## src/rtl/ncl_sync_adder_port_pkg.sv

```systemverilog
// Shared rail encodings, dual-rail helpers and FSM state types for the
// synchronous boundary around the NCL ripple adder.
package ncl_pkg;

    localparam logic [1:0] NCL_NULL = 2'b00;
    localparam logic [1:0] NCL_D0   = 2'b01;
    localparam logic [1:0] NCL_D1   = 2'b10;

    typedef enum logic [1:0] {
        L_IDLE,
        L_DATA,
        L_NULL
    } launch_t;

    typedef enum logic [1:0] {
        C_WAIT_DATA,
        C_HOLD,
        C_WAIT_NULL
    } capture_t;

    function automatic logic [1:0] ncl_enc(input logic b);
        return b ? NCL_D1 : NCL_D0;
    endfunction

    // Only a clean DATA1 pair decodes to 1; callers check legality separately.
    function automatic logic ncl_dec(input logic [1:0] r);
        return (r == NCL_D1);
    endfunction

endpackage

```

## src/rtl/ncl_sync_adder_port_if.sv

```systemverilog
// Bus between the synchronous world, the port and the NCL adder rails.
// The port takes the slave view; the environment (SoC side plus adder) takes master.
interface ncl_sync_adder_port_if #(
    parameter int WIDTH = 8
);
    logic                 in_valid;
    logic                 in_ready;
    logic [WIDTH-1:0]     in_a;
    logic [WIDTH-1:0]     in_b;
    logic                 in_cin;
    logic [2*WIDTH-1:0]   ncl_a;
    logic [2*WIDTH-1:0]   ncl_b;
    logic [1:0]           ncl_cin;
    logic                 ncl_acomp;
    logic [2*WIDTH-1:0]   ncl_sum;
    logic [1:0]           ncl_cout;
    logic                 ncl_sumcomp;
    logic                 ncl_coutcomp;
    logic                 out_valid;
    logic                 out_ready;
    logic [WIDTH-1:0]     out_sum;
    logic                 out_cout;
    logic                 err_timeout;
    logic                 err_illegal;

    modport slave (
        input  in_valid, in_a, in_b, in_cin, ncl_acomp, ncl_sum, ncl_cout, out_ready,
        output in_ready, ncl_a, ncl_b, ncl_cin, ncl_sumcomp, ncl_coutcomp,
               out_valid, out_sum, out_cout, err_timeout, err_illegal
    );

    modport master (
        output in_valid, in_a, in_b, in_cin, ncl_acomp, ncl_sum, ncl_cout, out_ready,
        input  in_ready, ncl_a, ncl_b, ncl_cin, ncl_sumcomp, ncl_coutcomp,
               out_valid, out_sum, out_cout, err_timeout, err_illegal
    );

endinterface

```

## src/rtl/ncl_sync_adder_port_sync.sv

```systemverilog
// Single-bit multi-flop synchronizer for signals arriving from the
// asynchronous NCL domain; clears to 0 under init_n.
module ncl_sync #(
    parameter int SYNC_STAGES = 2
) (
    input  logic clk,
    input  logic init_n,
    input  logic d,
    output logic q
);

    logic [SYNC_STAGES-1:0] stages;

    always_ff @(posedge clk or negedge init_n) begin
        if (!init_n) begin
            stages <= '0;
        end else begin
            stages <= {stages[SYNC_STAGES-2:0], d};
        end
    end

    assign q = stages[SYNC_STAGES-1];

endmodule

```

## src/rtl/ncl_sync_adder_port.sv

```systemverilog
// Clocked launch/capture stage around a dual-rail NCL ripple adder: launches
// DATA/NULL wavefronts paced by ACOMP and captures completed sums with sumCOMP.
module ncl_sync_adder_port
    import ncl_pkg::*;
#(
    parameter int WIDTH       = 8,
    parameter int SYNC_STAGES = 2,
    parameter int TIMEOUT     = 1024
) (
    input  logic                 clk,
    input  logic                 init_n,
    ncl_sync_adder_port_if.slave bus
);

    localparam int            TW     = $clog2(TIMEOUT + 2);
    localparam logic [TW-1:0] T_MAX  = TW'(TIMEOUT);
    localparam logic [TW-1:0] T_LAST = TW'(TIMEOUT - 1);

    launch_t            lstate, lnext;
    capture_t           cstate, cnext;
    logic               acomp_s, ready_en;
    logic               cmp_data, cmp_data_s, cmp_null, cmp_null_s;
    logic               rail_bad, rail_bad_s;
    logic               in_ready_c, accept;
    logic               cap_load, cap_ack, cap_done;
    logic [1:0]         pair;
    logic [2*WIDTH-1:0] a_enc, b_enc, a_q, b_q;
    logic [1:0]         cin_q;
    logic [WIDTH-1:0]   sum_dec, out_sum_q;
    logic               out_cout_q, out_valid_q, comp_q;
    logic [TW-1:0]      tcnt;
    logic               err_to_q, err_ill_q;

    ncl_sync #(.SYNC_STAGES(SYNC_STAGES)) u_sync_acomp (
        .clk(clk), .init_n(init_n), .d(bus.ncl_acomp), .q(acomp_s)
    );
    ncl_sync #(.SYNC_STAGES(SYNC_STAGES)) u_sync_data (
        .clk(clk), .init_n(init_n), .d(cmp_data), .q(cmp_data_s)
    );
    ncl_sync #(.SYNC_STAGES(SYNC_STAGES)) u_sync_null (
        .clk(clk), .init_n(init_n), .d(cmp_null), .q(cmp_null_s)
    );
    ncl_sync #(.SYNC_STAGES(SYNC_STAGES)) u_sync_bad (
        .clk(clk), .init_n(init_n), .d(rail_bad), .q(rail_bad_s)
    );
    // Holds off in_ready until the ACOMP synchronizer has flushed after reset.
    ncl_sync #(.SYNC_STAGES(SYNC_STAGES)) u_sync_ready (
        .clk(clk), .init_n(init_n), .d(1'b1), .q(ready_en)
    );

    always_comb begin
        cmp_data = (bus.ncl_cout == NCL_D0) || (bus.ncl_cout == NCL_D1);
        cmp_null = (bus.ncl_cout == NCL_NULL);
        rail_bad = (bus.ncl_cout == 2'b11);
        sum_dec  = '0;
        pair     = NCL_NULL;
        for (int i = 0; i < WIDTH; i++) begin
            pair       = bus.ncl_sum[2*i +: 2];
            cmp_data   = cmp_data & ((pair == NCL_D0) || (pair == NCL_D1));
            cmp_null   = cmp_null & (pair == NCL_NULL);
            rail_bad   = rail_bad | (pair == 2'b11);
            sum_dec[i] = ncl_dec(pair);
        end
    end

    always_comb begin
        a_enc = '0;
        b_enc = '0;
        for (int i = 0; i < WIDTH; i++) begin
            a_enc[2*i +: 2] = ncl_enc(bus.in_a[i]);
            b_enc[2*i +: 2] = ncl_enc(bus.in_b[i]);
        end
    end

    assign in_ready_c = ready_en && (lstate == L_IDLE) && !acomp_s;

    always_ff @(posedge clk or negedge init_n) begin
        if (!init_n) begin
            lstate <= L_IDLE;
        end else begin
            lstate <= lnext;
        end
    end

    always_comb begin
        lnext  = lstate;
        accept = 1'b0;
        case (lstate)
            L_IDLE: begin
                if (bus.in_valid && in_ready_c) begin
                    accept = 1'b1;
                    lnext  = L_DATA;
                end
            end
            L_DATA:  if (acomp_s)  lnext = L_NULL;
            L_NULL:  if (!acomp_s) lnext = L_IDLE;
            default: lnext = L_IDLE;
        endcase
    end

    always_ff @(posedge clk or negedge init_n) begin
        if (!init_n) begin
            a_q   <= '0;
            b_q   <= '0;
            cin_q <= NCL_NULL;
        end else if (accept) begin
            a_q   <= a_enc;
            b_q   <= b_enc;
            cin_q <= ncl_enc(bus.in_cin);
        end else if (lstate == L_DATA && lnext == L_NULL) begin
            a_q   <= '0;
            b_q   <= '0;
            cin_q <= NCL_NULL;
        end
    end

    // Any stay in L_DATA/L_NULL is a wait on ACOMP; the count saturates at TIMEOUT.
    always_ff @(posedge clk or negedge init_n) begin
        if (!init_n) begin
            tcnt     <= '0;
            err_to_q <= 1'b0;
        end else if (lnext != lstate) begin
            tcnt <= '0;
        end else if (TIMEOUT != 0 && lstate != L_IDLE && tcnt != T_MAX) begin
            tcnt <= tcnt + TW'(1);
            if (tcnt == T_LAST) begin
                err_to_q <= 1'b1;
            end
        end
    end

    always_ff @(posedge clk or negedge init_n) begin
        if (!init_n) begin
            cstate <= C_WAIT_DATA;
        end else begin
            cstate <= cnext;
        end
    end

    always_comb begin
        cnext    = cstate;
        cap_load = 1'b0;
        cap_ack  = 1'b0;
        cap_done = 1'b0;
        case (cstate)
            C_WAIT_DATA: begin
                if (cmp_data_s) begin
                    cap_load = 1'b1;
                    cnext    = C_HOLD;
                end
            end
            C_HOLD: begin
                if (bus.out_ready) begin
                    cap_ack = 1'b1;
                    cnext   = C_WAIT_NULL;
                end
            end
            C_WAIT_NULL: begin
                if (cmp_null_s) begin
                    cap_done = 1'b1;
                    cnext    = C_WAIT_DATA;
                end
            end
            default: cnext = C_WAIT_DATA;
        endcase
    end

    // Rails are stable once completion is synchronized, so decoding them here is safe.
    always_ff @(posedge clk or negedge init_n) begin
        if (!init_n) begin
            out_sum_q   <= '0;
            out_cout_q  <= 1'b0;
            out_valid_q <= 1'b0;
            comp_q      <= 1'b0;
            err_ill_q   <= 1'b0;
        end else begin
            if (cap_load) begin
                out_sum_q   <= sum_dec;
                out_cout_q  <= ncl_dec(bus.ncl_cout);
                out_valid_q <= 1'b1;
            end
            if (cap_ack) begin
                out_valid_q <= 1'b0;
                comp_q      <= 1'b1;
            end
            if (cap_done) begin
                comp_q <= 1'b0;
            end
            if (rail_bad_s) begin
                err_ill_q <= 1'b1;
            end
        end
    end

    assign bus.in_ready     = in_ready_c;
    assign bus.ncl_a        = a_q;
    assign bus.ncl_b        = b_q;
    assign bus.ncl_cin      = cin_q;
    assign bus.ncl_sumcomp  = comp_q;
    assign bus.ncl_coutcomp = comp_q;
    assign bus.out_valid    = out_valid_q;
    assign bus.out_sum      = out_sum_q;
    assign bus.out_cout     = out_cout_q;
    assign bus.err_timeout  = err_to_q;
    assign bus.err_illegal  = err_ill_q;

endmodule
```

## src/flat_wrapper.sv

```systemverilog
// flat-port wrapper written by rule: the top's interface ports become plain ports
module ncl_sync_adder_port_flat import ncl_pkg::*;
#(
    parameter int WIDTH       = 8,
    parameter int SYNC_STAGES = 2,
    parameter int TIMEOUT     = 1024
)
  (clk, init_n, bus_in_valid, bus_in_a, bus_in_b, bus_in_cin, bus_ncl_acomp, bus_ncl_sum, bus_ncl_cout, bus_out_ready, bus_in_ready, bus_ncl_a, bus_ncl_b, bus_ncl_cin, bus_ncl_sumcomp, bus_ncl_coutcomp, bus_out_valid, bus_out_sum, bus_out_cout, bus_err_timeout, bus_err_illegal);
  ncl_sync_adder_port_if #(.WIDTH(WIDTH)) bus_i ();
  input  logic clk;
  input  logic init_n;
  input wire logic [$bits(bus_i.in_valid)-1:0] bus_in_valid;
  input wire logic [$bits(bus_i.in_a)-1:0] bus_in_a;
  input wire logic [$bits(bus_i.in_b)-1:0] bus_in_b;
  input wire logic [$bits(bus_i.in_cin)-1:0] bus_in_cin;
  input wire logic [$bits(bus_i.ncl_acomp)-1:0] bus_ncl_acomp;
  input wire logic [$bits(bus_i.ncl_sum)-1:0] bus_ncl_sum;
  input wire logic [$bits(bus_i.ncl_cout)-1:0] bus_ncl_cout;
  input wire logic [$bits(bus_i.out_ready)-1:0] bus_out_ready;
  output wire logic [$bits(bus_i.in_ready)-1:0] bus_in_ready;
  output wire logic [$bits(bus_i.ncl_a)-1:0] bus_ncl_a;
  output wire logic [$bits(bus_i.ncl_b)-1:0] bus_ncl_b;
  output wire logic [$bits(bus_i.ncl_cin)-1:0] bus_ncl_cin;
  output wire logic [$bits(bus_i.ncl_sumcomp)-1:0] bus_ncl_sumcomp;
  output wire logic [$bits(bus_i.ncl_coutcomp)-1:0] bus_ncl_coutcomp;
  output wire logic [$bits(bus_i.out_valid)-1:0] bus_out_valid;
  output wire logic [$bits(bus_i.out_sum)-1:0] bus_out_sum;
  output wire logic [$bits(bus_i.out_cout)-1:0] bus_out_cout;
  output wire logic [$bits(bus_i.err_timeout)-1:0] bus_err_timeout;
  output wire logic [$bits(bus_i.err_illegal)-1:0] bus_err_illegal;
  assign bus_i.in_valid = bus_in_valid;
  assign bus_i.in_a = bus_in_a;
  assign bus_i.in_b = bus_in_b;
  assign bus_i.in_cin = bus_in_cin;
  assign bus_i.ncl_acomp = bus_ncl_acomp;
  assign bus_i.ncl_sum = bus_ncl_sum;
  assign bus_i.ncl_cout = bus_ncl_cout;
  assign bus_i.out_ready = bus_out_ready;
  assign bus_in_ready = bus_i.in_ready;
  assign bus_ncl_a = bus_i.ncl_a;
  assign bus_ncl_b = bus_i.ncl_b;
  assign bus_ncl_cin = bus_i.ncl_cin;
  assign bus_ncl_sumcomp = bus_i.ncl_sumcomp;
  assign bus_ncl_coutcomp = bus_i.ncl_coutcomp;
  assign bus_out_valid = bus_i.out_valid;
  assign bus_out_sum = bus_i.out_sum;
  assign bus_out_cout = bus_i.out_cout;
  assign bus_err_timeout = bus_i.err_timeout;
  assign bus_err_illegal = bus_i.err_illegal;
  ncl_sync_adder_port #(.WIDTH(WIDTH), .SYNC_STAGES(SYNC_STAGES), .TIMEOUT(TIMEOUT)) u_core (.clk(clk), .init_n(init_n), .bus(bus_i));
endmodule
```

## config.mk

```make
export PLATFORM = sky130hd
export DESIGN_NAME = ncl_sync_adder_port_flat
export DESIGN_NICKNAME = d
export VERILOG_FILES = /design/src/rtl/ncl_sync_adder_port_pkg.sv /design/src/rtl/ncl_sync_adder_port_if.sv /design/src/rtl/ncl_sync_adder_port_sync.sv /design/src/rtl/ncl_sync_adder_port.sv /design/src/flat_wrapper.sv
export SDC_FILE = /design/constraint.sdc
export NUM_CORES = 1
export LEC_CHECK = 0
export BUFFER_PORTS_ARGS = -buffer_cell sky130_fd_sc_hd__buf_2
export CAP_MARGIN = 25
export CORE_UTILIZATION = 43
export DETAILED_ROUTE_END_ITERATION = 6
export PLACE_DENSITY = 0.78
export SLEW_MARGIN = 20
export SYNTH_ARGS = -nofsm -noshare
export SYNTH_HDL_FRONTEND = slang
export SYNTH_SLANG_ARGS = --single-unit
```

## constraint.sdc

```tcl
create_clock -name clk -period 1.5 [get_ports clk]
set_input_delay 0 -clock clk [delete_from_list [all_inputs] [get_ports clk]]
set_output_delay 0 -clock clk [all_outputs]
set_load 0.05 [all_outputs]
```

==> results of run 1 <==
==> registers in the layout, indices dropped and copies added (netlist names) <==
name,cells
u_core.u_sync_bad.stages,2
u_core.bus.err_illegal,1
u_core.bus.ncl_cin,2
u_core.u_sync_null.stages,2
u_core.u_sync_data.stages,2
u_core.bus.ncl_a,16
u_core.u_sync_acomp.stages,2
u_core.bus.err_timeout,1
u_core.lstate,2
u_core.tcnt,11
u_core.bus.out_valid,1
u_core.bus.out_sum,8
u_core.bus.ncl_b,16
u_core.bus.out_cout,1
u_core.cstate,2
u_core.bus.ncl_coutcomp,1
u_core.u_sync_ready.stages,2
==> power by group through the flow <==
stage	sequential, mW	combinational (mW)	clock (mW)
floorplan	3.05	0.372	0
global route	2.34	1.74	1.70
detailed placement	2.35	1.53	0
finish	2.32	1.64	1.55
CTS	2.31	1.59	1.60
global placement	2.33	1.50	0
==> cell usage in the layout (no fill, tap or decap), drive strengths merged, types with 8 or more instances in the layout <==
cell         instances
clkbuf              11
nand3               41
dfrtp               72
inv                 27
nor2                17
nand2               38
o21ai               23
xnor2                8
buf                105
nor3                 8
mux2                 9
ha                  29
dlygate4sd3         20
==> per-layer routing <==
layer	vias up	part of all wire, %
met5	-	0
met4	0	1.9
met3	16	6.3
met2	143	50
met1	1335	42
li1	1296	-
==> logic make-up after synthesis <==
family,count (synthesis),share of synthesized area [%]
flops,72,53.7
xor+xnor,10,2.61
buf+inv,43,6.41
simple gates,118,17.0
fa+ha+maj,29,10.8
compound gates,34,5.74
other cells,1,0.112
mux,11,3.62
==> per-stage QoR <==
| stage | area, um2 | cells | hold WS [ns] | power (mW) | setup TNS (ns) |
|---|---|---|---|---|---|
| 3_5_place_dp | 3950 | 503 | -0.0405 | 3.88 | -0.110 |
| 6_report | 4470 | 543 | 0.0387 | 5.51 | 0 |
| 5_1_grt | 4470 | 543 | 0.0367 | 5.78 | -0.121 |
| 2_1_floorplan | 3360 | 318 | -0.296 | 3.43 | 0 |
| 3_3_place_gp | 3950 | 503 | -0.0493 | 3.83 | 0 |
| 4_1_cts | 4380 | 539 | 0.0255 | 5.50 | 0 |
==> worst paths after layout <==
check | from | to | slack [ns] | depth (start not counted)
worst max-delay path | u_core.u_sync_acomp.stages[1] | u_core.bus.ncl_a[6] | 0.004 | 5
worst min-delay path | bus_ncl_sum[14] | u_core.u_sync_bad.stages[0] | 0.04 | 4
worst max register to register | u_core.u_sync_acomp.stages[1] | u_core.bus.ncl_a[6] | 0.004 | 5
worst min register to register | u_core.u_sync_ready.stages[0] | u_core.u_sync_ready.stages[1] | 0.36 | 0
max in group asynchronous | init_n | u_core.tcnt[8] | 0.73 | 3
min in group asynchronous | init_n | u_core.bus.ncl_a[1] | 0.13 | 2
==> what timing repair did <==
| action | 4_1_cts | 5_1_grt |
|---|---|---|
| setup buffers | 0 | 3 |
| hold buffers | 20 | 0 |
| gates resized for setup | 3 | 10 |
| cloned | 0 | 1 |
| endpoints found under the setup margin | 5 | 27 |
| endpoints found under the hold margin | 71 | 0 |
| pin swaps | 1 | 4 |
==> area by class of cell <==
cell class	instances	area [um2]	share of cell area [%]
Sequential cell	72	1810	40.4
Multi-Input combinational cell	203	1400	31.4
Timing Repair Buffer	126	831	18.6
Clock buffer	10	138	3.08
Tap cell	99	124	2.77
Inverter	27	101	2.27
Clock inverter	6	67.6	1.51
==> worst register-to-register path, stage by stage (launching register included) <==
cell and delay [ns]:
dfrtp_1 0.37, nand2b_1 0.16, or3_4 0.43, buf_12 0.18, nand3_1 0.12, o21ai_1 0.11
==> out/metrics.yaml, run 1 <==
clk_pin_slew_ns: 0.07
outcome: "completed"
finalMaxSlewViolations: 0
fin_util_pct: 60.3
ios: 89
clockPowerShare_pct: 28.2
crit_fanout: 26
filler_cell_count: 594
crit_path_start_kind: "flip-flop"
setup_violations: 0
dr.pass1.iters: 4
hold_class: "input pin to flip-flop"
synth_edf_count: 0
yosysSeqAreaShare_pct: 53.7
fp.dieH_um: 90.3
routedWlPerCell_um: 14.2
drtIter0Drc: 165
place.gp.congestion: 0.808
leakagePower_nw: 2.34
layout_min_cycle_time_ns: 1.50
io_buffers: 88
insertion_delay_ns: 0.34
ys_top_cells_by_area: "dfrtp_1, ha_1, nand3_1"
ys.warnings.count: 0
numCtsBuffers: 9
synth.avg_cell_area_um2: 10.6
cpPeakStageDelay_ns: 0.43
grt_pass1_wl_mm: 12.1
p_switching_mw: 2.06
yosysMostFrequentCell: "dfrtp_1"
async_flop_share_pct: 100
cts.sinks: 72
critPathBufInv: 1
top_usage_layer: "met2"
p_int_mw: 3.45
wirelength_mm: 7.72
synth-main-ff-cell: "dfrtp_1"
max_freq_mhz: 668
met3_usage_pct: 4.29
antenna_found_initial: 0
fp.coreArea_mm2: 0.00741
post-route-period-util_pct: 99.8
grt_pass1_vias: 2571
fin_ws_ns: 0.00356
syn_nets: 387
viasPerCell: 5.14
p_sw_share_pct: 37.3
crit_family: "simple AND/OR/NAND/NOR gates"
drv_cap: 0
crit_slowest_cell: "or3_4"
grt_util_all_layers_pct: 18.5
synth.top_cell.area_share_pct: 53.7
syn_area_mm2: 0.00336
cts_max_level: 3
fin_skew_ns: 0.00865
clock_path_buffers: 2
cts_tree: "built"
grt_max_degree: 57
pre_cts_ws_ns: -0.0543
die_area_mm2: 0.00816
finalNetCount: 508
vias: 2790
critPathKind: "flip-flop to flip-flop"
synth_top_area_cell: "dfrtp_1"
die_w_um: 90.3
post-route-drc-count: 0
grt_util_met2_pct: 31.4
timing.final.hold_violations: 0
p_seq_share_pct: 42.1
start_util_pct: 45.3
area_growth_pct: 33.1
antenna_cells: 0
netlist_instances: 318
synth_cell_types: 39
dpl.hpwl_mm: 5.01
required_ns: 1.71
ant_nets: 0
cts_root_buffer: "clkbuf_8"
rsz0062_at_grt: "yes"
drive_gt1_share_pct: 31.8
cellPowerDensity_mw_per_mm2: 1230
vdd_drop_max_mv: 0.508
end_kind: "flip-flop"
synth_seq_cells: 72
row_count: 31
grt_util_met1_pct: 23.1
overflow: 0
critPathArrivalTime_ns: 1.70
path_cells: "nand2b_1 -> or3_4 -> buf_12 -> nand3_1 -> o21ai_1"
synth_common_cells: "dfrtp_1, nand3_1, nand2_1, ha_1, inv_1"
power_frac_comb_pct: 29.8
No activity file was read; power rests on OpenSTA's default activity.
==> run 2, diff against run 1 <==
--- a/config.mk
+++ b/config.mk
@@ -9,7 +9,8 @@
 export CAP_MARGIN = 25
 export CORE_UTILIZATION = 43
 export DETAILED_ROUTE_END_ITERATION = 6
-export PLACE_DENSITY = 0.78
+export HOLD_SLACK_MARGIN = 0.02
+export PLACE_DENSITY = 0.75
 export SLEW_MARGIN = 20
 export SYNTH_ARGS = -nofsm -noshare
 export SYNTH_HDL_FRONTEND = slang
==> constraint.sdc (replaced) <==
create_clock -name clk -period 1.7 [get_ports clk]
set_input_delay 0 -clock clk [delete_from_list [all_inputs] [get_ports clk]]
set_output_delay 0 -clock clk [all_outputs]
set_load 0.05 [all_outputs]
==> out/metrics.yaml, run 2 (synthesis gave the netlist of run 1 again) <==
clockPowerShare_pct: 28.8  # +0.6 points
reg2regPathDepth: 5  # unchanged
setup_violations: 0  # unchanged
post-route-period-util_pct: 91.6  # -8.2 points
setup_tns_ns: 0  # unchanged
leakagePower_nw: 2.26  # -3.1%
cts.sinks: 72  # unchanged
power_frac_comb_pct: 28.4  # -1.4 points
max_freq_mhz: 642  # -3.9%
overflow: 0  # unchanged
met3_usage_pct: 5.56  # +1.3 points
grt_pass1_vias: 2564  # -0.27%
fin_util_pct: 57.8  # -2.5 points
critPathCapture: "u_core.bus.ncl_a[12]"
row_count: 31  # unchanged
grt_util_met2_pct: 30.0  # -1.5 points
antenna_cells: 0  # unchanged
clock_path_buffers: 2  # unchanged
start_util_pct: 45.3  # unchanged
regToRegSetupSlack_ns: 0.14  # +0.14 ns
insertion_delay_ns: 0.35  # about the same
vdd_drop_max_mv: 0.500  # -1.6%
io_buffers: 88  # unchanged
cts_root_buffer: "clkbuf_8"
viasPerCell: 4.91  # -4.4%
grt_pass1_wl_mm: 11.7  # -3.1%
ios: 89  # unchanged
required_ns: 1.93  # +0.22 ns
post_cts_buffers: 0  # unchanged
crit_fanout: 52  # +100%
place.gp.congestion: 0.798  # -1.2%
pre_cts_ws_ns: 0.159  # +0.213 ns
post-route-drc-count: 0  # unchanged
grt_max_degree: 73  # +28%
timing.final.hold_violations: 0  # unchanged
fin_ws_ns: 0.143  # +0.140 ns
clk_pin_slew_ns: 0.08  # about the same
drive_gt1_share_pct: 27.0  # -4.7 points
cellPowerDensity_mw_per_mm2: 1120  # -9.4%
dr.pass1.iters: 4  # unchanged
worstReg2RegEnd: "u_core.bus.ncl_a[12]"
fp.coreArea_mm2: 0.00741  # unchanged
p_int_mw: 2.96  # -14%
vias: 2614  # -6.3%
layout_min_cycle_time_ns: 1.56  # +0.0603 ns
die_area_mm2: 0.00816  # unchanged
regToRegStartpoint: "u_core.u_sync_acomp.stages[1]"
area_growth_pct: 27.7
die_w_um: 90.3  # unchanged
grt_util_met1_pct: 22.0  # -1.2 points
wirelength_mm: 6.97  # -9.7%
grt_util_all_layers_pct: 18.0  # -0.55 points
p_seq_share_pct: 42.8  # +0.7 points
routedWlPerCell_um: 13.1  # -7.8%
final_cell_mix: "buf_2, dfrtp_1, nand3_1, nand2_1, ha_1"
critPathKind: "flip-flop to flip-flop"
rsz0062_at_grt: "no"
top_usage_layer: "met2"
ctsHoldBuffers: 20  # unchanged
end_kind: "flip-flop"
fin_skew_ns: 0.0154  # +0.00675 ns
cts_tree: "built"
numCtsBuffers: 9  # unchanged
fp.dieH_um: 90.3  # unchanged
hold_class: "input pin to flip-flop"
antenna_found_initial: 0  # unchanged
p_sw_share_pct: 38.1  # +0.77 points
outcome: "completed"
drv_cap: 0  # unchanged
critPathLaunch: "u_core.u_sync_acomp.stages[1]"
cts.repair.resized: 0  # -3
p_switching_mw: 1.82  # -11%
crit_path_start_kind: "flip-flop"
ant_nets: 0  # unchanged
finalNetCount: 497  # -2.2%
layout_commonest_cell: "buf_2"
dpl.hpwl_mm: 4.56  # -9.0%
critPathArrivalTime_ns: 1.78  # +0.08 ns
drtIter0Drc: 120  # -27%
cts_max_level: 3  # unchanged
finalMaxSlewViolations: 0  # unchanged
==> run 2: final cells by class <==
class / instances / area [um2]
Clock inverter: 7 / 77.6
Inverter: 27 / 101
Sequential cell: 72 / 1800
Timing Repair Buffer: 115 / 718
Fill cell: 626 / 3120
Multi-Input combinational cell: 203 / 1340
Clock buffer: 9 / 124
Tap cell: 99 / 124
==> run 2: per-stage QoR <==
| stage | total power, mW | area [um2] | hold slack [ns] | cells |
|---|---|---|---|---|
| 3_3_place_gp | 3.36 | 3880 | 0.0601 | 496 |
| 6_report | 4.79 | 4290 | 0.0447 | 532 |
| 5_1_grt | 5.02 | 4290 | 0.0428 | 532 |
| 3_5_place_dp | 3.39 | 3880 | 0.0577 | 496 |
| 2_1_floorplan | 3.02 | 3360 | -0.296 | 318 |
| 4_1_cts | 4.84 | 4290 | 0.0316 | 532 |
==> run 2: worst min-delay path by stage <==
| stage | start | to | slack (ns) | cells after the start |
|---|---|---|---|---|
| 2_1_floorplan | init_n | u_core.bus.err_illegal | -0.30 | 0 |
| 3_3_place_gp | init_n | u_core.bus.ncl_a[0] | 0.06 | 2 |
| 3_5_place_dp | init_n | u_core.bus.ncl_b[15] | 0.06 | 2 |
| 4_1_cts | bus_ncl_sum[7] | u_core.bus.out_sum[3] | 0.03 | 3 |
| 5_1_grt | bus_ncl_sum[5] | u_core.bus.out_sum[2] | 0.04 | 3 |
| 6_report | bus_ncl_sum[7] | u_core.bus.out_sum[3] | 0.04 | 3 |
==> run 2: power by group through the flow <==
stage / sequential, mW / clock [mW] / combinational [mW]
3_5_place_dp: 2.07 / 0 / 1.32
2_1_floorplan: 2.69 / 0 / 0.327
6_report: 2.05 / 1.38 / 1.36
4_1_cts: 2.04 / 1.43 / 1.36
3_3_place_gp: 2.07 / 0 / 1.30
5_1_grt: 2.07 / 1.50 / 1.45
==> run 2: worst max-delay path: stages, from the launching register on <==
cell,delay [ns]
dfrtp_1,0.44
nand2b_1,0.21
or3_1,0.40
buf_12,0.20
nand3_1,0.10
o21ai_1,0.07
==> run 2: routing by layer <==
layer  routed length (um)  part of all wire, %
met5                    0                    0
met2                 3390                   49
met1                 3100                   44
met4                  104                  1.5
met3                  380                  5.5
